==> src/rtl/uart_pkg.sv <==
// Shared types and constants for the UART echo block: FSM encodings,
// echo-mode selectors and the ASCII case-swap transform.
package uart_pkg;

  localparam int MODE_VERBATIM  = 0;
  localparam int MODE_CASE_SWAP = 1;

  typedef enum logic [1:0] {
    R_INIT,
    R_REL,
    R_WAIT,
    R_ACK
  } rx_state_e;

  typedef enum logic [1:0] {
    T_IDLE,
    T_LOAD,
    T_WR,
    T_HOLD
  } tx_state_e;

  // Flip bit 5 only for letters; every other code passes through untouched.
  function automatic logic [7:0] case_swap(input logic [7:0] c);
    if ((c >= 8'h41 && c <= 8'h5A) || (c >= 8'h61 && c <= 8'h7A))
      return c ^ 8'h20;
    return c;
  endfunction

endpackage

==> src/rtl/echo_fifo.sv <==
// Echo FIFO: DEPTH-entry character store with wrapping pointers and an
// occupancy counter. Simultaneous push and pop are accepted even when full.
module echo_fifo
  import uart_pkg::*;
#(
  parameter int DW    = 8,
  parameter int DEPTH = 16
) (
  input  logic                     clk,
  input  logic                     rst,
  input  logic                     push,
  input  logic                     pop,
  input  logic [DW-1:0]            wr_data,
  output logic [DW-1:0]            rd_data,
  output logic [$clog2(DEPTH):0]   count,
  output logic                     empty,
  output logic                     full
);

  localparam int AW = $clog2(DEPTH);
  localparam int CW = AW + 1;

  logic [DW-1:0] mem_q [DEPTH];
  logic [AW-1:0] wr_ptr_q, wr_ptr_d;
  logic [AW-1:0] rd_ptr_q, rd_ptr_d;
  logic [CW-1:0] count_q, count_d;
  logic          do_push, do_pop;

  assign empty   = (count_q == '0);
  assign full    = (count_q == CW'(DEPTH));
  assign count   = count_q;
  assign rd_data = mem_q[rd_ptr_q];

  always_comb begin
    do_pop   = pop && !empty;
    do_push  = push && (!full || do_pop);
    wr_ptr_d = wr_ptr_q;
    rd_ptr_d = rd_ptr_q;
    count_d  = count_q;
    if (do_push) wr_ptr_d = wr_ptr_q + AW'(1);
    if (do_pop)  rd_ptr_d = rd_ptr_q + AW'(1);
    case ({do_push, do_pop})
      2'b10:   count_d = count_q + CW'(1);
      2'b01:   count_d = count_q - CW'(1);
      default: count_d = count_q;
    endcase
  end

  always_ff @(posedge clk or posedge rst) begin
    if (rst) begin
      wr_ptr_q <= '0;
      rd_ptr_q <= '0;
      count_q  <= '0;
    end else begin
      wr_ptr_q <= wr_ptr_d;
      rd_ptr_q <= rd_ptr_d;
      count_q  <= count_d;
    end
  end

  // Storage is never reset; clearing the pointers is enough to discard it.
  always_ff @(posedge clk) begin
    if (do_push) mem_q[wr_ptr_q] <= wr_data;
  end

endmodule

==> src/rtl/gen_uart_echo.sv <==
// UART echo: a receive FSM hands characters from rcvr into echo_fifo, and a
// transmit FSM drains the FIFO into txmit, optionally case-swapping letters.
module gen_uart_echo
  import uart_pkg::*;
#(
  parameter int DW    = 8,
  parameter int DEPTH = 16,
  parameter int MODE  = MODE_VERBATIM
) (
  input  logic                   CLK,
  input  logic                   BTND,
  input  logic [DW-1:0]          rbr,
  input  logic                   rdrdy,
  output logic                   rdrst,
  output logic [DW-1:0]          tdin,
  input  logic                   tbuf,
  output logic                   wrn,
  input  logic                   clr_ovf,
  output logic [$clog2(DEPTH):0] count,
  output logic                   empty,
  output logic                   full,
  output logic                   ovf
);

  rx_state_e     r_state_q, r_state_d;
  tx_state_e     t_state_q, t_state_d;
  logic          rdrst_q, rdrst_d;
  logic          wrn_q, wrn_d;
  logic          ovf_q, ovf_d;
  logic [DW-1:0] tdin_q, tdin_d;
  logic          push, pop, drop;
  logic [DW-1:0] head, head_xf;

  echo_fifo #(.DW(DW), .DEPTH(DEPTH)) u_fifo (
    .clk     (CLK),
    .rst     (BTND),
    .push    (push),
    .pop     (pop),
    .wr_data (rbr),
    .rd_data (head),
    .count   (count),
    .empty   (empty),
    .full    (full)
  );

  generate
    if (MODE == MODE_CASE_SWAP && DW == 8) begin : g_swap
      assign head_xf = case_swap(head);
    end else begin : g_plain
      assign head_xf = head;
    end
  endgenerate

  // Receive side. rdrst is registered so reset can hold it low while the
  // FSM sits in R_INIT; the strobe follows R_INIT/R_ACK by one cycle.
  always_comb begin
    r_state_d = r_state_q;
    push      = 1'b0;
    drop      = 1'b0;
    case (r_state_q)
      R_INIT: r_state_d = R_REL;
      R_REL:  r_state_d = R_WAIT;
      R_WAIT: begin
        if (rdrdy) begin
          r_state_d = R_ACK;
          if (!full || pop) push = 1'b1;
          else              drop = 1'b1;
        end
      end
      R_ACK:  r_state_d = R_REL;
      default: r_state_d = R_INIT;
    endcase
    rdrst_d = (r_state_q == R_INIT) || (r_state_q == R_ACK);
    ovf_d   = ovf_q;
    if (clr_ovf) ovf_d = 1'b0;
    if (drop)    ovf_d = 1'b1;
  end

  // Transmit side. wrn is registered off T_WR, giving a clean one-cycle strobe.
  always_comb begin
    t_state_d = t_state_q;
    pop       = 1'b0;
    tdin_d    = tdin_q;
    wrn_d     = 1'b0;
    case (t_state_q)
      T_IDLE: if (!empty && !tbuf) t_state_d = T_LOAD;
      T_LOAD: begin
        pop       = 1'b1;
        tdin_d    = head_xf;
        t_state_d = T_WR;
      end
      T_WR: begin
        wrn_d     = 1'b1;
        t_state_d = T_HOLD;
      end
      T_HOLD: if (!tbuf) t_state_d = T_IDLE;
      default: t_state_d = T_IDLE;
    endcase
  end

  always_ff @(posedge CLK or posedge BTND) begin
    if (BTND) begin
      r_state_q <= R_INIT;
      t_state_q <= T_IDLE;
      rdrst_q   <= 1'b0;
      wrn_q     <= 1'b0;
      ovf_q     <= 1'b0;
      tdin_q    <= '0;
    end else begin
      r_state_q <= r_state_d;
      t_state_q <= t_state_d;
      rdrst_q   <= rdrst_d;
      wrn_q     <= wrn_d;
      ovf_q     <= ovf_d;
      tdin_q    <= tdin_d;
    end
  end

  assign rdrst = rdrst_q;
  assign wrn   = wrn_q;
  assign ovf   = ovf_q;
  assign tdin  = tdin_q;

endmodule

==> config.mk <==
export PLATFORM = sky130hd
export DESIGN_NAME = gen_uart_echo
export DESIGN_NICKNAME = d
export VERILOG_FILES = /design/src/rtl/uart_pkg.sv /design/src/rtl/echo_fifo.sv /design/src/rtl/gen_uart_echo.sv
export SDC_FILE = /design/constraint.sdc
export NUM_CORES = 1
export LEC_CHECK = 0
export ABC_AREA = 1
export BUFFER_PORTS_ARGS = -buffer_cell sky130_fd_sc_hd__buf_2
export CAP_MARGIN = 20
export CORE_ASPECT_RATIO = 0.7
export CORE_MARGIN = 2
export CORE_UTILIZATION = 44
export CTS_CLUSTER_SIZE = 40
export DETAILED_ROUTE_END_ITERATION = 6
export PLACE_DENSITY_LB_ADDON = 0.15
export SETUP_SLACK_MARGIN = 0.4
export SYNTH_ARGS = -nofsm -noshare
export SYNTH_HDL_FRONTEND = slang
export SYNTH_SLANG_ARGS = --single-unit
==> constraint.sdc <==
create_clock -name CLK -period 2.4 [get_ports CLK]
set_input_delay 0.24 -clock CLK [delete_from_list [all_inputs] [get_ports CLK]]
set_output_delay 0.24 -clock CLK [all_outputs]
set_load 0.01 [all_outputs]
; Yosys cells after proc, flatten, opt, wreduce, memory -nomap -nowiden
; Memory sizes are Yosys's and may differ from the RTL's. A register that Yosys moved wholly into a read port is not among the register bits.
; Index checks and enable logic that the tools add are counted.
[word_totals]
reg_bits = 20
mem_bits_rw = 128
output_inout_bits = 18
mem_count = 1
[classes]
n_addsub = 4
eq_ne = 12
muxes = 18
n_reduce_logical = 16
[mem_list]
columns = name, words, word_bits, rd, rd_ports_with_merged_regs, write_ports, line
row1 = u_fifo.mem_q, 16, 8, 1, 1, 1, echo_fifo.sv:23  ; logic [DW-1:0] mem_q [DEPTH];
[op_table]
columns = operator, n
row1 = two-way mux 1 bit, 12
row2 = equality test 2 bit (second input constant), 5
row3 = case mux 5 bit (2 select lines), 1
row4 = adder 4 x 1 -> 4 bit (second input constant), 2
row5 = case mux 2 bit (4 select lines), 1
row6 = equality test 2 x 1 -> 1 bit (second input constant), 3
row7 = two-way mux 2 bit, 3
row8 = inequality test 2 bit (second input constant), 3
row9 = case mux 2 bit (3 select lines), 1
row10 = adder 5 x 1 -> 5 bit (second input constant), 1
row11 = equality test 5 bit (second input constant), 1
row12 = zero test 5 bit, 1
row13 = subtractor 5 x 1 -> 5 bit (second input constant), 1
row14 = zero test 2 bit, 2
row15 = nonzero test 2 bit, 2
row16 = logical AND 1 bit, 3
row17 = zero test 1 bit, 3
row18 = logical OR 1 bit, 3
row19 = AND reduction 2 bit, 1
row20 = OR reduction 2 bit, 1

; Longest topological paths before layout
[depth]
word_depth = 9
depth_mapped = 16
ltp_nobuf = 16

; Modules after synthesis
; Synthesis repeated with hierarchy kept, for this count alone.
[unflattened]
hier_cells = 559
area_unflattened_um2 = 6676.4
[by_module_without_submodules]
columns = module, instances, cells_each, area_each_um2
row1 = echo_fifo, 1, 481, 5962.0
row2 = gen_uart_echo, 1, 78, 714.4

; Worst setup path after synthesis
; No wires, ideal clock.
[synth_path]
kind = flip-flop to flip-flop
start = register t_state_q[1]
end = register u_fifo.count_q[4], in the netlist u_fifo.count[4]
t_arrival_ns = 2.133
required_ns = 2.335
slack_ns = 0.202
path_stages_with_launch = 16
n_path_buf = 0
path_cell_list = dfrtp_1 inv_1 ha_1 nor3_2 nor2_4 inv_2 ha_1 xor2_1 ha_1 inv_1 nand2_1 nand3_1 nand2_1 xor2_1 nand2_1 nand2_1
[synth_via]
elab_chain_len = 9
elab_cells_between_ends = 13
cone_classes = eq/ne: 3 / mux: 5 / reduce/logical: 5
[synth_rtl]
columns = element, line
row1 = start: declaration, gen_uart_echo.sv:26  ; tx_state_e t_state_q, t_state_d;
row2 = start signal: assignment, gen_uart_echo.sv:111  ; t_state_q <= t_state_d;
row3 = equality test 2 x 1 -> 1 bit (*), gen_uart_echo.sv:85  ; case (t_state_q)
row4 = two-way mux 1 bit (*), gen_uart_echo.sv:85
row5 = logical OR 1 bit, gen_uart_echo.sv:66  ; if (!full || pop) push = 1'b1;
row6 = two-way mux 1 bit, gen_uart_echo.sv:66
row7 = two-way mux 1 bit, gen_uart_echo.sv:64  ; if (rdrdy) begin
row8 = two-way mux 1 bit, gen_uart_echo.sv:60  ; case (r_state_q)
row9 = logical AND 1 bit, echo_fifo.sv:36  ; do_push = push && (!full || do_pop);
row10 = equality test 2 x 1 -> 1 bit / equality test 2 bit (equally long branches), echo_fifo.sv:42  ; case ({do_push, do_pop})
row11 = case mux 5 bit (2 select lines) / nonzero test 2 bit (equally long branches), n/a
row12 = end signal: assignment, echo_fifo.sv:57  ; count_q <= count_d;
row13 = end: declaration, echo_fifo.sv:26  ; logic [CW-1:0] count_q, count_d;
; Every way passes the cells marked *; elsewhere a longest branch is shown, timed or not.
; A chain may end at the register's enable or synchronous reset.

; Worst setup path after layout
[layout_path]
start = register t_state_q[0]
end = register u_fifo.count_q[4], in the netlist u_fifo.count[4]
; Same word-level chain as after synthesis.

==> flow_summary.json <==
{
  "outcome": "finished, final reports clean",
  "power_frac_seq_pct": 34.4,
  "ys_seq_elements": 156,
  "p_switching_mw": 3.66,
  "pwr-share-clk_pct": 28.5,
  "drt_wl_total_mm": 15.6,
  "intPower_mw": 6.27,
  "postRouteAntennaNets": 0,
  "post_drt_wl_per_cell_um": 17.6,
  "gp_congestion": 0.781,
  "remaining_drc_errors": 0,
  "ys_seq_area_share_pct": 67.9,
  "fmax_mhz": 474,
  "fp.dieH_um": 107,
  "rsz0062_at_grt": "yes",
  "grt_pass1_wl_mm": 24.0,
  "numPortBuffers": 30,
  "path_common_cell": "nand2_1",
  "switching_share_pct": 36.9,
  "syn_inst": 604,
  "cts_sinks": 156,
  "critPathSlowestCell": "dfrtp_1",
  "yosys_warnings": 0,
  "critPathMaxFanout": 4,
  "grt_max_degree": 66,
  "drive_gt1_share_pct": 20.5,
  "drtIter0Drc": 511,
  "cp_data_arrival_time_ns": 2.46,
  "relSlewSlack_pct": 52.1,
  "final_net_count": 705,
  "overflow": 0,
  "power.density_nw_per_um2": 1240,
  "critPathBufInv": 2,
  "dr.pass1.iters": 5,
  "hold-worst-slack_ns": 0.128,
  "cp_slowest_stage_delay_ns": 0.41,
  "grtUsageTotal_pct": 20.4,
  "crit_path_cell_trace": "ha_4 -> nor3_4 -> nor2_4 -> inv_2 -> ha_4 -> xor2_2 -> ha_2 -> inv_2 -> nand2_4 -> nand3_2 -> nand2_1 -> xor2_1 -> nand2_1 -> nand2_1",
  "clkLatencyLatePin_ns": 0.41,
  "clockBufferDepth": 2,
  "grt_pass1_vias": 4113,
  "start_util_pct": 45.3,
  "path_clk_slew_ns": 0.06,
  "p_leak_nw": 3.30,
  "worst_clock_skew_ns": 0.00835,
  "setup_violations": 0,
  "cts_tree": "yes",
  "syn_area_um2": 6690,
  "die_area_um2": 16200,
  "peakVddDrop_mv": 0.757,
  "hp-class": "in2reg",
  "yosysUniqueCellTypes": 27,
  "crit_type": "reg2reg",
  "io_pins": 31,
  "required_ns": 2.75,
  "diodes": 0,
  "final-max-slew-violation-count": 0,
  "cts_buffers": 17,
  "syn_to_final_growth_pct": 20.0,
  "root_buffer": "clkbuf_16",
  "hpwl_mm": 9.99,
  "tightest_slew_ns": 0.718,
  "core.rowCount": 37,
  "pwr-share-comb_pct": 37.1,
  "drv_cap": 0,
  "via_count": 4458,
  "syn_nets": 633,
  "syn_avg_cell_area_um2": 11.1,
  "vias_per_cell": 5.04,
  "coreArea_um2": 14800,
  "period_share_pct": 88.0,
  "cp-start-kind": "flop",
  "hold_viol": 0,
  "dieWidth_um": 151,
  "path_delay_family": "simple AND/OR/NAND/NOR gates",
  "antenna_found_initial": 0,
  "end_kind": "flop",
  "min_period_ns": 2.11,
  "setup_tns_ns": 0,
  "htreeDepth": 4
}
## cells in the mapped netlist, drive strengths merged
library cell / number / share of area [%]
nand2: 230 / 13
clkbuf: 1 / 0.056
o21bai: 1 / 0.11
xor2: 9 / 1.3
inv: 27 / 1.5
xnor2: 2 / 0.26
buf: 23 / 2.5
nand3: 87 / 6.5
edfxtp: 128 / 57
nor3: 4 / 0.37
a21oi: 14 / 1.0
o21ai: 7 / 0.52
ha: 16 / 3.0
clkinv: 2 / 0.11
nor2: 24 / 1.6
dfrtp: 28 / 10
a21boi: 1 / 0.11
## sequential cells by signal, summed over array words and instances, names as in the netlist
| name | count |
|---|---|
| u_fifo.mem_q | 128 |
| u_fifo.wr_ptr_q | 4 |
| r_state_q | 2 |
| ovf | 1 |
| u_fifo.count | 5 |
| wrn | 1 |
| u_fifo.rd_ptr_q | 4 |
| t_state_q | 2 |
| tdin | 8 |
| rdrst | 1 |
## power by group through the flow
stage                     registers, mW  logic (mW)  clock network [mW]
final                              3.42        3.68                2.83
after global routing               3.45        4.11                2.98
after CTS                          3.41        3.50                2.86
after detailed placement           3.48        3.15                   0
after global placement             3.47        3.12                   0
after floorplan                    3.49        2.26                   0
## worst min-delay path, cell delays in order
cell and delay [ns]:
buf_2 0.10, nand3_1 0.09, o21ai_0 0.08
## cell type report
class | instances | area [um2]
well taps | 195 | 244
inverters | 29 | 114
fillers | 1256 | 6740
clock inverters | 14 | 194
multi-input cells | 395 | 1980
flip-flops and latches | 156 | 4550
repair buffers | 77 | 520
clock buffers | 18 | 429
## path summary, 6_finish.rpt
check,startpoint,endpoint,slack (ns),cells after the start
min in group asynchronous,BTND,wrn$_DFF_PP0_,0.44,4
hold / removal,rdrdy,ovf$_DFFE_PP0P_,0.13,3
setup reg to reg,t_state_q[0]$_DFFE_PP0P_,u_fifo.count[4]$_DFFE_PP0P_,0.29,14
hold reg to reg,tdin[6]$_DFFE_PP0N_,tdin[6]$_DFFE_PP0N_,0.48,2
setup / recovery,t_state_q[0]$_DFFE_PP0P_,u_fifo.count[4]$_DFFE_PP0P_,0.29,14
max in group asynchronous,BTND,u_fifo.count[0]$_DFFE_PP0P_,1.67,4
## repair_timing
action,in CTS,in global routing
setup buffers,14,5
endpoints found under the hold margin,29,0
hold buffers,2,0
endpoints found under the setup margin,27,3
gates cloned,0,0
gates resized for setup,17,7
pin swaps,11,2
## cell usage in the layout (no fill, tap or decap), types with 2 or more instances in the layout
cell type / instances
buf_4: 44
ha_4: 3
xor2_2: 2
inv_1: 19
dfrtp_2: 5
clkinv_2: 3
ha_2: 2
edfxtp_1: 128
nor3_1: 3
xor2_1: 7
a21oi_1: 14
nand2_1: 224
inv_6: 3
clkinvlp_4: 2
dfrtp_1: 23
nand2_4: 4
nand2_2: 2
dlygate4sd3_1: 2
ha_1: 11
clkinv_4: 3
clkbuf_16: 17
bufinv_16: 4
inv_2: 7
clkinv_1: 2
nor2_1: 19
nand3_1: 86
nor2_4: 4
o21ai_1: 2
o21ai_0: 5
buf_2: 30
## through the flow
step | total power, mW | util, % | instances | instance area [um2] | setup slack [ns]
after detailed placement | 6.63 | 48.4 | 831 | 7140 | 0.152
after global routing | 10.5 | 54.4 | 884 | 8030 | 0.138
after CTS | 9.78 | 54.0 | 879 | 7970 | 0.338
after global placement | 6.59 | 48.4 | 831 | 7140 | 0.190
final | 9.93 | 54.4 | 884 | 8030 | 0.289
after floorplan | 5.74 | - | 604 | 6720 | 0.285
## metal layers
metal  GRT usage, %  vias to the layer above  part of all wire [%]
li1               -                     2182                     -
met5              0                        -                     0
met1           33.1                     2120                    51
met3           5.28                       16                   6.4
met2           26.9                      140                    41
met4           4.74                        0                   1.0
## logic make-up after synthesis
logic type                 Yosys count  synth area share, %
buffers and inverters               53                 4.17
DFF                                156                 67.9
AOI/OAI and AO/OA                   23                 1.80
xor gates and xnor gates            11                 1.55
and+or+nand+nor                    345                 21.6
adders and majority gates           16                 2.99
Note: power is estimated with default switching activity, not from simulation.
